<file path="src/rtl/oled_seq_arbiter_if.sv">
// rtl/oled_seq_arbiter_if.sv - client, IIC-write and status bundle for the OLED phase sequencer
interface oled_seq_arbiter_if #(
  parameter int NUM_CH = 4,
  parameter int DW     = 24
);
  logic [NUM_CH-1:0]    trig;
  logic [NUM_CH-1:0]    ch_grant;
  logic [NUM_CH-1:0]    ch_valid;
  logic [NUM_CH*DW-1:0] ch_data;
  logic [NUM_CH-1:0]    ch_finish;
  logic [NUM_CH-1:0]    ch_ack;
  logic                 iic_req;
  logic [DW-1:0]        iic_data;
  logic                 iic_done;
  logic                 boot_done;
  logic                 busy;
  logic [NUM_CH-1:0]    pending;
  logic                 timeout_err;

  modport slave (
    input  trig, ch_valid, ch_data, ch_finish, iic_done,
    output ch_grant, ch_ack, iic_req, iic_data, boot_done, busy, pending, timeout_err
  );

  modport master (
    output trig, ch_valid, ch_data, ch_finish, iic_done,
    input  ch_grant, ch_ack, iic_req, iic_data, boot_done, busy, pending, timeout_err
  );
endinterface

</file>
<file path="src/rtl/oled_seq_arbiter.sv">
// rtl/oled_seq_arbiter.sv - boot-phase sequencer and round-robin IIC-word arbiter for the OLED path
module oled_seq_arbiter #(
  parameter int NUM_CH      = 4,
  parameter int BOOT_CH     = 3,
  parameter int DW          = 24,
  parameter int TIMEOUT_CYC = 1000000
) (
  input  logic              sys_clk,
  input  logic              rst_n,
  oled_seq_arbiter_if.slave bus
);

  localparam int PW = (NUM_CH > 1) ? $clog2(NUM_CH) : 1;
  localparam int WW = (TIMEOUT_CYC > 1) ? $clog2(TIMEOUT_CYC + 1) : 1;
  localparam logic [NUM_CH-1:0] RT_MASK = ~NUM_CH'((1 << BOOT_CH) - 1);

  typedef enum logic [1:0] {ST_BOOT, ST_IDLE, ST_RUN} state_e;

  state_e            state_q, state_d;
  logic [PW-1:0]     boot_idx_q, boot_idx_d;
  logic [PW-1:0]     ptr_q, ptr_d;
  logic [NUM_CH-1:0] grant_q, grant_d;
  logic [NUM_CH-1:0] pending_q, pending_d;
  logic              boot_done_q, boot_done_d;
  logic              timeout_err_q, timeout_err_d;
  logic [WW-1:0]     wdog_q, wdog_d;

  logic [NUM_CH-1:0] live;
  logic [NUM_CH-1:0] clr;
  logic [DW-1:0]     mux_data;
  logic              req;
  logic              finish_g;
  logic              abort;
  logic [PW-1:0]     win;
  logic              win_vld;
  int                best;

  // Grant is one-hot, so OR-ing the live slices selects the granted word.
  always_comb begin
    live     = grant_q & bus.ch_valid;
    mux_data = '0;
    for (int i = 0; i < NUM_CH; i++) begin
      if (live[i]) mux_data = mux_data | bus.ch_data[i*DW +: DW];
    end
  end

  assign req      = |live;
  assign finish_g = |(grant_q & bus.ch_finish);
  // A word that completes or a phase that finishes on the deadline cycle is not an error.
  assign abort    = (TIMEOUT_CYC != 0) && req && !bus.iic_done && !finish_g &&
                    (wdog_q == WW'(TIMEOUT_CYC));

  // Winner is the pending bit at the smallest upward distance from ptr+1.
  always_comb begin
    win     = ptr_q;
    best    = NUM_CH;
    win_vld = |pending_q;
    for (int i = 0; i < NUM_CH; i++) begin
      if (pending_q[i] && (((i - int'(ptr_q) - 1 + NUM_CH) % NUM_CH) < best)) begin
        best = (i - int'(ptr_q) - 1 + NUM_CH) % NUM_CH;
        win  = PW'(i);
      end
    end
  end

  always_comb begin
    state_d       = state_q;
    boot_idx_d    = boot_idx_q;
    ptr_d         = ptr_q;
    grant_d       = grant_q;
    boot_done_d   = boot_done_q;
    timeout_err_d = timeout_err_q | abort;
    clr           = '0;

    unique case (state_q)
      ST_BOOT: begin
        grant_d = NUM_CH'(1) << boot_idx_q;
        if (finish_g || abort) begin
          if (int'(boot_idx_q) < BOOT_CH - 1) begin
            boot_idx_d = boot_idx_q + 1'b1;
            grant_d    = NUM_CH'(1) << (boot_idx_q + 1'b1);
          end else begin
            grant_d     = '0;
            boot_done_d = 1'b1;
            state_d     = ST_IDLE;
          end
        end
      end
      ST_IDLE: begin
        grant_d = '0;
        if (win_vld) begin
          grant_d = NUM_CH'(1) << win;
          clr     = grant_d;
          ptr_d   = win;
          state_d = ST_RUN;
        end
      end
      ST_RUN: begin
        if (finish_g || abort) begin
          grant_d = '0;
          state_d = ST_IDLE;
        end
      end
      default: begin
        grant_d = '0;
        state_d = ST_BOOT;
      end
    endcase

    // A trigger landing on the clear cycle wins, so a re-armed channel is not lost.
    pending_d = (pending_q & ~clr) | (bus.trig & RT_MASK);

    if ((TIMEOUT_CYC != 0) && req && !bus.iic_done && (grant_d == grant_q)) begin
      wdog_d = wdog_q + 1'b1;
    end else begin
      wdog_d = '0;
    end
  end

  always_ff @(posedge sys_clk or negedge rst_n) begin
    if (!rst_n) begin
      state_q       <= ST_BOOT;
      boot_idx_q    <= '0;
      ptr_q         <= PW'(NUM_CH - 1);
      grant_q       <= '0;
      pending_q     <= '0;
      boot_done_q   <= 1'b0;
      timeout_err_q <= 1'b0;
      wdog_q        <= '0;
    end else begin
      state_q       <= state_d;
      boot_idx_q    <= boot_idx_d;
      ptr_q         <= ptr_d;
      grant_q       <= grant_d;
      pending_q     <= pending_d;
      boot_done_q   <= boot_done_d;
      timeout_err_q <= timeout_err_d;
      wdog_q        <= wdog_d;
    end
  end

  assign bus.ch_grant    = grant_q;
  assign bus.ch_ack      = grant_q & {NUM_CH{bus.iic_done}};
  assign bus.iic_req     = req;
  assign bus.iic_data    = mux_data;
  assign bus.boot_done   = boot_done_q;
  assign bus.busy        = |grant_q;
  assign bus.pending     = pending_q;
  assign bus.timeout_err = timeout_err_q;

endmodule

</file>
<file path="src/flat_wrapper.sv">
// flat-port wrapper written by rule: the top's interface ports become plain ports
module oled_seq_arbiter_flat 
#(
  parameter int NUM_CH      = 4,
  parameter int BOOT_CH     = 3,
  parameter int DW          = 24,
  parameter int TIMEOUT_CYC = 1000000
)
  (sys_clk, rst_n, bus_trig, bus_ch_valid, bus_ch_data, bus_ch_finish, bus_iic_done, bus_ch_grant, bus_ch_ack, bus_iic_req, bus_iic_data, bus_boot_done, bus_busy, bus_pending, bus_timeout_err);
  oled_seq_arbiter_if #(.NUM_CH(NUM_CH), .DW(DW)) bus_i ();
  input  logic sys_clk;
  input  logic rst_n;
  input wire logic [$bits(bus_i.trig)-1:0] bus_trig;
  input wire logic [$bits(bus_i.ch_valid)-1:0] bus_ch_valid;
  input wire logic [$bits(bus_i.ch_data)-1:0] bus_ch_data;
  input wire logic [$bits(bus_i.ch_finish)-1:0] bus_ch_finish;
  input wire logic [$bits(bus_i.iic_done)-1:0] bus_iic_done;
  output wire logic [$bits(bus_i.ch_grant)-1:0] bus_ch_grant;
  output wire logic [$bits(bus_i.ch_ack)-1:0] bus_ch_ack;
  output wire logic [$bits(bus_i.iic_req)-1:0] bus_iic_req;
  output wire logic [$bits(bus_i.iic_data)-1:0] bus_iic_data;
  output wire logic [$bits(bus_i.boot_done)-1:0] bus_boot_done;
  output wire logic [$bits(bus_i.busy)-1:0] bus_busy;
  output wire logic [$bits(bus_i.pending)-1:0] bus_pending;
  output wire logic [$bits(bus_i.timeout_err)-1:0] bus_timeout_err;
  assign bus_i.trig = bus_trig;
  assign bus_i.ch_valid = bus_ch_valid;
  assign bus_i.ch_data = bus_ch_data;
  assign bus_i.ch_finish = bus_ch_finish;
  assign bus_i.iic_done = bus_iic_done;
  assign bus_ch_grant = bus_i.ch_grant;
  assign bus_ch_ack = bus_i.ch_ack;
  assign bus_iic_req = bus_i.iic_req;
  assign bus_iic_data = bus_i.iic_data;
  assign bus_boot_done = bus_i.boot_done;
  assign bus_busy = bus_i.busy;
  assign bus_pending = bus_i.pending;
  assign bus_timeout_err = bus_i.timeout_err;
  oled_seq_arbiter #(.NUM_CH(NUM_CH), .BOOT_CH(BOOT_CH), .DW(DW), .TIMEOUT_CYC(TIMEOUT_CYC)) u_core (.sys_clk(sys_clk), .rst_n(rst_n), .bus(bus_i));
endmodule
</file>
<file path="config.mk">
export PLATFORM = sky130hd
export DESIGN_NAME = oled_seq_arbiter_flat
export DESIGN_NICKNAME = d
export VERILOG_FILES = /design/src/rtl/oled_seq_arbiter_if.sv /design/src/rtl/oled_seq_arbiter.sv /design/src/flat_wrapper.sv
export SDC_FILE = /design/constraint.sdc
export NUM_CORES = 1
export LEC_CHECK = 0
export CORE_MARGIN = 2
export CORE_UTILIZATION = 42
export DETAILED_ROUTE_END_ITERATION = 10
export PLACE_DENSITY = 0.82
export SKIP_CTS_REPAIR_TIMING = 1
export SYNTH_ARGS = -nofsm -noshare
export SYNTH_HDL_FRONTEND = slang
export SYNTH_SLANG_ARGS = --single-unit
</file>
<file path="constraint.sdc">
create_clock -name sys_clk -period 5.3 [get_ports sys_clk]
set_input_delay 0.795 -clock sys_clk [delete_from_list [all_inputs] [get_ports sys_clk]]
set_output_delay 0.795 -clock sys_clk [all_outputs]
set_load 0.03 [all_outputs]
</file>
-- Yosys cells after proc, flatten, opt, wreduce, memory -nomap -nowiden
Cells that the tools add are included.
- register bits: 36
- bits of input ports: 111
- output and inout port bits: 40
- logic and storage cells: 100
- add/sub/neg operators: 14
- magnitude comparators: 5
- eq/ne operators: 8
- shifts and indexed selects: 3
- multiplexer cells: 23
- bitwise gates (word level): 15
- reductions and logical operators: 24
- operators with widths (operator ; count):
    32-bit by 4-bit adder with 32-bit output, second input constant ; 4
    32-bit by 2-bit subtractor with 32-bit output, second input constant ; 4
    3-bit by 32-bit less-than comparator with 1-bit output ; 3
    24-bit two-way mux ; 4
    32-bit two-way mux ; 3
    24-bit OR ; 3
    20-bit by 1-bit adder with 20-bit output, second input constant ; 1
    20-bit == test, second input constant ; 1
    20-bit two-way mux ; 1
    4-bit two-way mux ; 5
    4-bit AND ; 4
    2-bit two-way mux ; 8
    4-bit OR reduction ; 4
    4-bit case mux with 3 select lines ; 1
    1-bit by 2-bit left shift with 4-bit output, first input constant ; 3
    1-bit logical AND ; 8
    2-bit OR reduction ; 4
    2-bit by 1-bit inequality test with 1-bit output, second input constant ; 3
    2-bit case mux with 3 select lines ; 1
    3-bit AND reduction ; 2
    1-bit by 2-bit subtractor with 3-bit output, first input constant ; 2
    2-bit by 2-bit subtractor with 3-bit output, first input constant ; 2
    1-bit AND ; 4
    4-bit == test ; 1
    15 further kinds ; 16

-- Logic depth before layout (Yosys ltp)
Gate-level depths: netlist of run 1.
- word-level depth: 23
- depth in mapped cells: 18
- depth with buffers taken out: 16

-- Worst setup path after synthesis of run 1
OpenSTA, ideal clock, no wires.
- kind: reg-to-reg
- from: register u_core.ptr_q[0]
- to: register u_core.wdog_q[5]
- setup time: 0.120 ns
- data arrival time: 4.003 ns
- data required time: 5.180 ns
- path slack: 1.176 ns
- stages on the path, launching flop included: 19
- path buffers: 2
- clock period less this slack: 4.124 ns
- cells stage by stage: dfstp_2 buf_6 inv_1 ha_1 nor3_1 a21oi_1 ha_1 a21oi_1 a22o_1 and3_1 mux2_2 ha_1 o21ai_0 a32o_1 o21a_1 o311a_1 o32ai_2 buf_6 nor3_2
- cells in the longest elaborated chain, start to end: 23
- elaborated cells between the ends (all ways): 41
- ends and longest elaborated chain (what ; line ; RTL):
    start, declared ; oled_seq_arbiter.sv:21 ; logic [PW-1:0] ptr_q, ptr_d;
    start signal, assigned ; oled_seq_arbiter.sv:124 ; ptr_q <= PW'(NUM_CH - 1);
    start signal, assigned ; oled_seq_arbiter.sv:133 ; ptr_q <= ptr_d;
    1-bit by 2-bit subtractor with 3-bit output ; oled_seq_arbiter.sv:59, oled_seq_arbiter.sv:60 ;
    32-bit by 2-bit subtractor with 32-bit output ; oled_seq_arbiter.sv:59, oled_seq_arbiter.sv:60 ;
    32-bit by 4-bit adder with 32-bit output ; oled_seq_arbiter.sv:59, oled_seq_arbiter.sv:60 ;
    2-bit OR reduction (no line) ; - ;
    1-bit AND (no line) ; - ;
    3-bit by 4-bit less-than comparator with 1-bit output ; oled_seq_arbiter.sv:59 ; if (pending_q[i] && (((i - int'(ptr_q) - 1 + NUM_CH) % NUM_CH) < best)) begin
    1-bit logical AND ; oled_seq_arbiter.sv:59 ;
    32-bit two-way mux ; oled_seq_arbiter.sv:59 ;
    [8 not listed] ; - ;
    2-bit two-way mux * ; oled_seq_arbiter.sv:59 ;
    1-bit by 2-bit left shift with 4-bit output * ; oled_seq_arbiter.sv:92 ; grant_d = NUM_CH'(1) << win;
    4-bit two-way mux * ; oled_seq_arbiter.sv:91 ; if (win_vld) begin
    4-bit case mux with 3 select lines * ; oled_seq_arbiter.sv:75 ; unique case (state_q)
    4-bit == test * ; oled_seq_arbiter.sv:113 ; if ((TIMEOUT_CYC != 0) && req && !bus.iic_done && (grant_d == grant_q)) begin
    1-bit logical AND * ; oled_seq_arbiter.sv:113 ;
    20-bit two-way mux * ; oled_seq_arbiter.sv:113 ;
    named net u_core.wdog_d[5] ; oled_seq_arbiter.sv:26 ; logic [WW-1:0] wdog_q, wdog_d;
    end signal, assigned ; oled_seq_arbiter.sv:138 ; wdog_q <= wdog_d;
    end, declared ; oled_seq_arbiter.sv:26 ;
Mark *: on every way through the listed nets, which the timed path passes. The rest lies on a longest branch.
A chain may end at the register's enable or synchronous reset.

-- Worst setup path after layout of run 1
- from: register u_core.ptr_q[0]
- to: register u_core.wdog_q[18]
Same word-level chain as after synthesis.

==> results.md, run 1 <==
- #FFs+latches synth: 36
- Clk pin slew, worst setup/hold paths: 0.08 ns
- Max-cap viol count: 0
- Number of library cell types mapped by synthesis: 63
- Transition time of the tightest slew-check pin: 1.07 ns
- Cell area after synthesis: 3210 µm²
- Number of synthesized flops with an enable pin: 0
- Setup violators final: 0
- CP Class: reg2reg
- WP data arrival: 4.89 ns
- Number of DRC markers in iteration 0: 237
- Hold Path Cell Cnt: 1
- Number of cell rows: 31
- Clock Latency Late Sink: 0.29 ns
- RSZ-0062 raised after global routing: false
- Max Clk Rate: 0.211 GHz
- Die area: 8350 µm²
- CTS H-tree depth: 2
- Io pins: 151
- Metal-1 WL: 4.15 mm
- Outcome: completed
- Slowest stage delay, CP: 0.64 ns
- DP Area: 4720 µm²
- Clock Power Share: 16.0%
- Gr ovfl total: 0
- Ant diodes: 0
- Design area: 4820 µm²
- Final Critical Period: 4.73 ns
- Routed Wire Length: 11.0 mm
- Die Y: 91.4 µm
- Final Skew: 0.0109 ns
- Starting density of the core: 43.7%
- Critical Path RT: 5.46 ns
- Fin nets: 624
- Max-slew violations: 0
- PortBufs: 147
- Worst path slowest cell: dfstp_2
- Sink Count: 36
- Syn Area/Cell: 8.96 µm²
- Initial antenna violation count: 0
- Final hold vios: 0
- Sw Share: 45.2%
- Gate count after technology mapping: 358
- Most used DFF post-synth: dfrtp_1
- Aggregate global-route resource usage: 25.8%
- Final core utilization: 65.7%
- Leakage: 0.00192 µW
- CP Buf/Inv Count: 2
- Worst path cell trace: inv_1 > ha_1 > nor3_1 > a21oi_1 > ha_1 > a21oi_1 > a22o_1 > and3_1 > mux2_2 > ha_1 > o21ai_0 > a32o_1 > o21a_1 > o311a_1 > o32ai_4 > buf_4 > nor3_2
- Critical path depth: 17
- Most used cell, CP: ha_1
- Vias in the first global route: 3485
- Global-route wire length before repair: 17.3 mm
- Worst r2r path cells: 17
- Core Area: 7330 µm²
- Routed met3 length: 948 µm
- Startpoint Class: flip-flop
- P_sw: 603 µW
- Cell Int Power: 732 µW
- Syn-to-layout area delta: 50.2%
- CTS Buf Count: 5
- Mapped Nets: 485
- Max FO, Critical Path: 20
- Initial DRT Pass Iterations: 7
- Sequential share of the synthesized area: 28.2%
- PD cells: 277 nW/µm²
- Share of layout cells above drive strength 1: 10.7%
- DP HPWL: 8.49 mm
- Delay-heaviest family, CP: compound AO/OA/AOI/OAI gates
- Max VDD drop: 0.000193 V
- Synth warn: 0
- Routability cong.: 0.901
- WL/cell: 18.5 µm
- Max Used Layer: met4
- Number of routed nets with antenna violations: 0
- Setup TNS: 0 ns
- Logic pwr share: 58.4%
- Via count: 3363
- Met2 wire len: 5.72 mm
- Clk buf depth: 2
- Max_slew headroom: 28.6%
- Tcrit/Tclk final: 89.2%
- Async SR Flop Fraction: 100%
- Die W: 91.4 µm
- Largest net degree at the start of global routing: 37
- DRC violations left: 0
- CTS tree: yes
- Clock root buffer: clkbuf_8
- Critical path endpoint category: flip-flop
- Via density per instance: 5.64
- Flop pwr share: 25.5%
- Hold/Removal Path Class: reg2reg
==> layout make-up <==
cell class,count,area (µm²)
Timing Repair Buffer,153,1520
Tap cell,99,124
Multi-Input combinational cell,281,2100
Sequential cell,36,903
Clock buffer,7,96.3
Inverter,20,75.1
Fill cell,581,2510
==> metal layers <==
metal | vias to the layer above | GRT usage [%]
met3 | 19 | 7.05
met1 | 1583 | 28.3
met5 | - | 0
met4 | 0 | 8.71
met2 | 169 | 47.5
li1 | 1592 | -
==> path summary, 6_finish.rpt <==
| check | from | endpoint | slack (ns) |
|---|---|---|---|
| setup / recovery | u_core.ptr_q[0]$_DFFE_PN1P_ | u_core.wdog_q[18]$_DFF_PN0_ | 0.57 |
| hold / removal | u_core.bus.boot_done$_DFFE_PN0P_ | u_core.bus.boot_done$_DFFE_PN0P_ | 0.49 |
| hold reg to reg | u_core.bus.boot_done$_DFFE_PN0P_ | u_core.bus.boot_done$_DFFE_PN0P_ | 0.49 |
| min in group asynchronous | rst_n | u_core.wdog_q[12]$_DFF_PN0_ | 0.91 |
| max in group asynchronous | rst_n | u_core.ptr_q[0]$_DFFE_PN1P_ | 4.03 |
| setup reg to reg | u_core.ptr_q[0]$_DFFE_PN1P_ | u_core.wdog_q[18]$_DFF_PN0_ | 0.57 |
==> Yosys cell counts (2+ instances only) <==
| master | instances | area [µm²] |
|---|---|---|
| a21o_1 | 3 | 22.5 |
| a21oi_1 | 6 | 30.0 |
| a22oi_1 | 49 | 368 |
| and2_1 | 7 | 43.8 |
| and3_1 | 8 | 50.1 |
| and4_1 | 2 | 17.5 |
| buf_1 | 4 | 15.0 |
| buf_2 | 3 | 15.0 |
| buf_6 | 7 | 78.8 |
| clkbuf_1 | 6 | 22.5 |
| dfrtp_1 | 34 | 851 |
| dfstp_2 | 2 | 52.6 |
| ha_1 | 16 | 200 |
| inv_1 | 20 | 75.1 |
| mux2_2 | 2 | 22.5 |
| mux2i_1 | 3 | 30.0 |
| mux2i_2 | 2 | 27.5 |
| nand2_1 | 40 | 150 |
| nand2b_1 | 6 | 37.5 |
| nand3_1 | 7 | 35.0 |
| nand4_1 | 7 | 43.8 |
| nor2_1 | 21 | 78.8 |
| nor2b_1 | 2 | 12.5 |
| nor3_1 | 6 | 30.0 |
| nor3_2 | 18 | 180 |
| nor3b_1 | 3 | 22.5 |
| nor3b_2 | 3 | 37.5 |
| nor4b_1 | 2 | 17.5 |
| o21a_1 | 3 | 22.5 |
| o21ai_0 | 10 | 50.1 |
| o22ai_1 | 2 | 12.5 |
| o311a_1 | 3 | 30.0 |
| o32ai_2 | 3 | 48.8 |
| xnor2_1 | 14 | 123 |
| xor2_1 | 6 | 52.6 |
==> power groups by stage <==
| stage | clock network [µW] | logic [µW] | registers, µW |
|---|---|---|---|
| after floorplan | 0 | 489 | 338 |
| after global placement | 0 | 764 | 343 |
| after detailed placement | 0 | 778 | 344 |
| after CTS | 218 | 782 | 339 |
| after global routing | 225 | 827 | 344 |
| final | 214 | 781 | 341 |
==> placed cells by master (no fill, tap or decap), types with 2 or more instances in the layout <==
| master | synthesis | routed |
|---|---|---|
| nor3b_2 | 3 | 3 |
| nand2_1 | 40 | 40 |
| o32ai_2 | 3 | 2 |
| mux2i_2 | 2 | 2 |
| mux2i_1 | 3 | 3 |
| nand3_1 | 7 | 7 |
| nor3b_1 | 3 | 3 |
| o21ai_0 | 10 | 10 |
| xnor2_1 | 14 | 14 |
| and4_1 | 2 | 2 |
| nor2b_1 | 2 | 2 |
| nand4_1 | 7 | 7 |
| nor3_1 | 6 | 6 |
| nand2b_1 | 6 | 6 |
| a21oi_1 | 6 | 6 |
| a21o_1 | 3 | 3 |
| a22oi_1 | 49 | 49 |
| clkbuf_8 | 0 | 7 |
| dfrtp_1 | 34 | 34 |
| o21a_1 | 3 | 3 |
| o311a_1 | 3 | 3 |
| ha_1 | 16 | 16 |
| clkdlybuf4s50_1 | 0 | 147 |
| mux2_2 | 2 | 2 |
| o22ai_1 | 2 | 2 |
| and2_1 | 7 | 7 |
| buf_4 | 1 | 6 |
| xor2_1 | 6 | 6 |
| nor3_2 | 18 | 18 |
| inv_1 | 20 | 20 |
| and3_1 | 8 | 8 |
| nor2_1 | 21 | 21 |
| dfstp_2 | 2 | 2 |
| nor4b_1 | 2 | 2 |
==> stage by stage <==
step	setup WS (ns)	total power (µW)	hold slack, ns	cells
after detailed placement	0.606	1120	0.475	589
after global placement	0.769	1110	0.467	589
after floorplan	1.18	827	0.461	358
after CTS	0.598	1340	0.499	596
after global routing	0.262	1400	0.524	596
final	0.572	1340	0.491	596
==> registers in the layout, indices dropped and copies added (netlist names) <==
register	cells
u_core.bus.timeout_err	1
u_core.bus.pending	4
u_core.bus.boot_done	1
u_core.bus.ch_grant	4
u_core.boot_idx_q	2
u_core.wdog_q	20
u_core.state_q	2
u_core.ptr_q	2
==> cell families (layout without fill, tap and decap cells) <==
| logic type | after synthesis | after routing | share of synthesized area, % |
|---|---|---|---|
| compound gates | 95 | 95 | 24.2 |
| xor+xnor | 20 | 20 | 5.46 |
| fa+ha+maj | 16 | 16 | 6.24 |
| buf+inv | 41 | 180 | 6.67 |
| flops | 36 | 36 | 28.2 |
| mux | 7 | 7 | 2.50 |
| other cells | 1 | 1 | 0.117 |
| simple gates | 142 | 142 | 26.7 |
Note: power is estimated with default switching activity, not from simulation.
==> run 2: changes to the inputs <==
--- a/config.mk
+++ b/config.mk
@@ -10,6 +10,7 @@
 export DETAILED_ROUTE_END_ITERATION = 10
 export PLACE_DENSITY = 0.82
 export SKIP_CTS_REPAIR_TIMING = 1
+export SLEW_MARGIN = 25
 export SYNTH_ARGS = -nofsm -noshare
 export SYNTH_HDL_FRONTEND = slang
 export SYNTH_SLANG_ARGS = --single-unit
==> results.md, run 2 (synthesis gave the netlist of run 1 again) <==
- Die area: 8350 µm²
- Cell Int Power: 733 µW
- PortBufs: 147
- Worst path slowest cell: dfstp_2
- Routed Wire Length: 11.0 mm
- Global-route wire length before repair: 17.3 mm
- Routability cong.: 0.901
- Final hold vios: 0
- Slowest stage delay, CP: 0.65 ns
- Clock root buffer: clkbuf_8
- Number of cell rows: 31
- Setup violators final: 0
- Critical path endpoint category: flip-flop
- WL/cell: 18.5 µm
- Initial DRT Pass Iterations: 4
- Outcome: completed
- Number of DRC markers in iteration 0: 232
- Sink Count: 36
- P_sw: 604 µW
- CTS tree: yes
- Via density per instance: 5.58
- Setup TNS: 0 ns
- Via count: 3325
- Most used cell, CP: ha_1
- Max-slew violations: 0
- Crit path launch: u_core.ptr_q[0]$_DFFE_PN1P_
- Number of routed nets with antenna violations: 0
- Syn-to-layout area delta: 50.2%
- Die Y: 91.4 µm
- Largest net degree at the start of global routing: 37
- Max VDD drop: 0.000193 V
- Flop2flop setup slack: 0.57 ns
- Clock Power Share: 16.1%
- CTS H-tree depth: 2
- Max FO, Critical Path: 20
- Max-cap viol count: 0
- CP Class: reg2reg
- Vias in the first global route: 3485
- PD cells: 277 nW/µm²
- Final Critical Period: 4.73 ns
- WP data arrival: 4.89 ns
- Max Clk Rate: 0.211 GHz
- R2R Path End: u_core.wdog_q[18]$_DFF_PN0_
- Flop pwr share: 25.4%
- Transition time of the tightest slew-check pin: 0.716 ns
- Logic pwr share: 58.5%
- CTS Buf Count: 5
- CP endpoint: u_core.wdog_q[18]$_DFF_PN0_
- DRC violations left: 0
- R2R Path Start: u_core.ptr_q[0]$_DFFE_PN1P_
- Aggregate global-route resource usage: 25.8%
- DP HPWL: 8.49 mm
- Final Skew: 0.00914 ns
- Clk pin slew, worst setup/hold paths: 0.08 ns
- Worst r2r path cells: 17
- Flip-flop count of the largest register after layout: 20
- Setup WS pre-CTS: 0.606 ns
- Sw Share: 45.2%
- Hold Slack: 0.491 ns
- Largest Register: u_core.wdog_q
- Clk buf depth: 2
- Clock Latency Late Sink: 0.30 ns
- Startpoint Class: flip-flop
- Fin nets: 624
- Leakage: 0.00192 µW
- RSZ-0062 raised after global routing: false
- Io pins: 151
- Commonest non-fill, non-tap cell in the layout: clkdlybuf4s50_1
- Worst path cell trace: inv_1 > ha_1 > nor3_1 > a21oi_1 > ha_1 > a21oi_1 > a22o_1 > and3_1 > mux2_2 > ha_1 > o21ai_0 > a32oi_1 > nand4_2 > o311a_1 > o32ai_4 > buf_4 > nor3_2
- Ant diodes: 0
- Hold/Removal Path Class: reg2reg
- Tcrit/Tclk final: 89.3%
- Most frequent cells in the layout: clkdlybuf4s50_1 (147), a22oi_1 (49), nand2_1 (40), dfrtp_1 (34), nor2_1 (21)
- Critical Path RT: 5.46 ns
- Hold Path Cell Cnt: 1
- Final worst slack: 0.569 ns
- Die W: 91.4 µm
- Gr ovfl total: 0
- Max_slew headroom: 52.3%
- Core Area: 7330 µm²
- Initial antenna violation count: 0
- Share of layout cells above drive strength 1: 10.9%
- Starting density of the core: 43.7%
## run 2: cell types whose count changed in the layout (fill, tap and decap cells not counted)
cell    before  now
and2_2       0    1
and2_1       7    6
## run 2: critical path: cells and delay by family (launching register included)
family                     cells  cell delay, ns
AOI/OAI and AO/OA              7            1.53
adders and majority gates      3            0.84
buffers and inverters          2            0.46
DFF                            1            0.65
muxes                          1            0.35
and+or+nand+nor                4            0.77
## run 2: area by class of cell
| type | instances | area, µm² |
|---|---|---|
| Tap cell | 99 | 124 |
| Fill cell | 580 | 2510 |
| Sequential cell | 36 | 903 |
| Clock buffer | 7 | 96.3 |
| Timing Repair Buffer | 153 | 1520 |
| Multi-Input combinational cell | 281 | 2100 |
| Inverter | 20 | 75.1 |
## run 2: how the worst min path moves through the flow
stage / start / to / slack, ns
final: u_core.bus.boot_done$_DFFE_PN0P_ / u_core.bus.boot_done$_DFFE_PN0P_ / 0.49
after detailed placement: u_core.bus.boot_done$_DFFE_PN0P_ / u_core.bus.boot_done$_DFFE_PN0P_ / 0.47
after CTS: u_core.wdog_q[0]$_DFF_PN0_ / u_core.wdog_q[0]$_DFF_PN0_ / 0.50
after global placement: u_core.bus.boot_done$_DFFE_PN0P_ / u_core.bus.boot_done$_DFFE_PN0P_ / 0.47
after global routing: u_core.bus.boot_done$_DFFE_PN0P_ / u_core.bus.boot_done$_DFFE_PN0P_ / 0.52
after floorplan: u_core.wdog_q[0]$_DFF_PN0_ / u_core.wdog_q[0]$_DFF_PN0_ / 0.46
## run 2: per-layer routing
layer	vias to the layer above	share of wire [%]	GRT usage, %
li1	1592	-	-
met1	1568	38	28.3
met2	145	52	47.5
met3	20	8.2	7.05
met4	0	2.1	8.71
met5	-	0	0
## run 2: power by group through the flow
stage	Combinational (µW)	Sequential (µW)	Clock (µW)
after floorplan	489	338	0
after global placement	764	343	0
after detailed placement	778	344	0
after CTS	782	339	218
after global routing	827	344	225
final	781	340	215
## run 2: through the flow
stage / instance area [µm²] / power (µW) / util (%) / cells
floorplan: 3210 / 827 / - / 358
global placement: 4720 / 1110 / 64.4 / 589
detailed placement: 4720 / 1120 / 64.4 / 589
CTS: 4820 / 1340 / 65.7 / 596
global route: 4820 / 1400 / 65.7 / 596
finish: 4820 / 1340 / 65.7 / 596
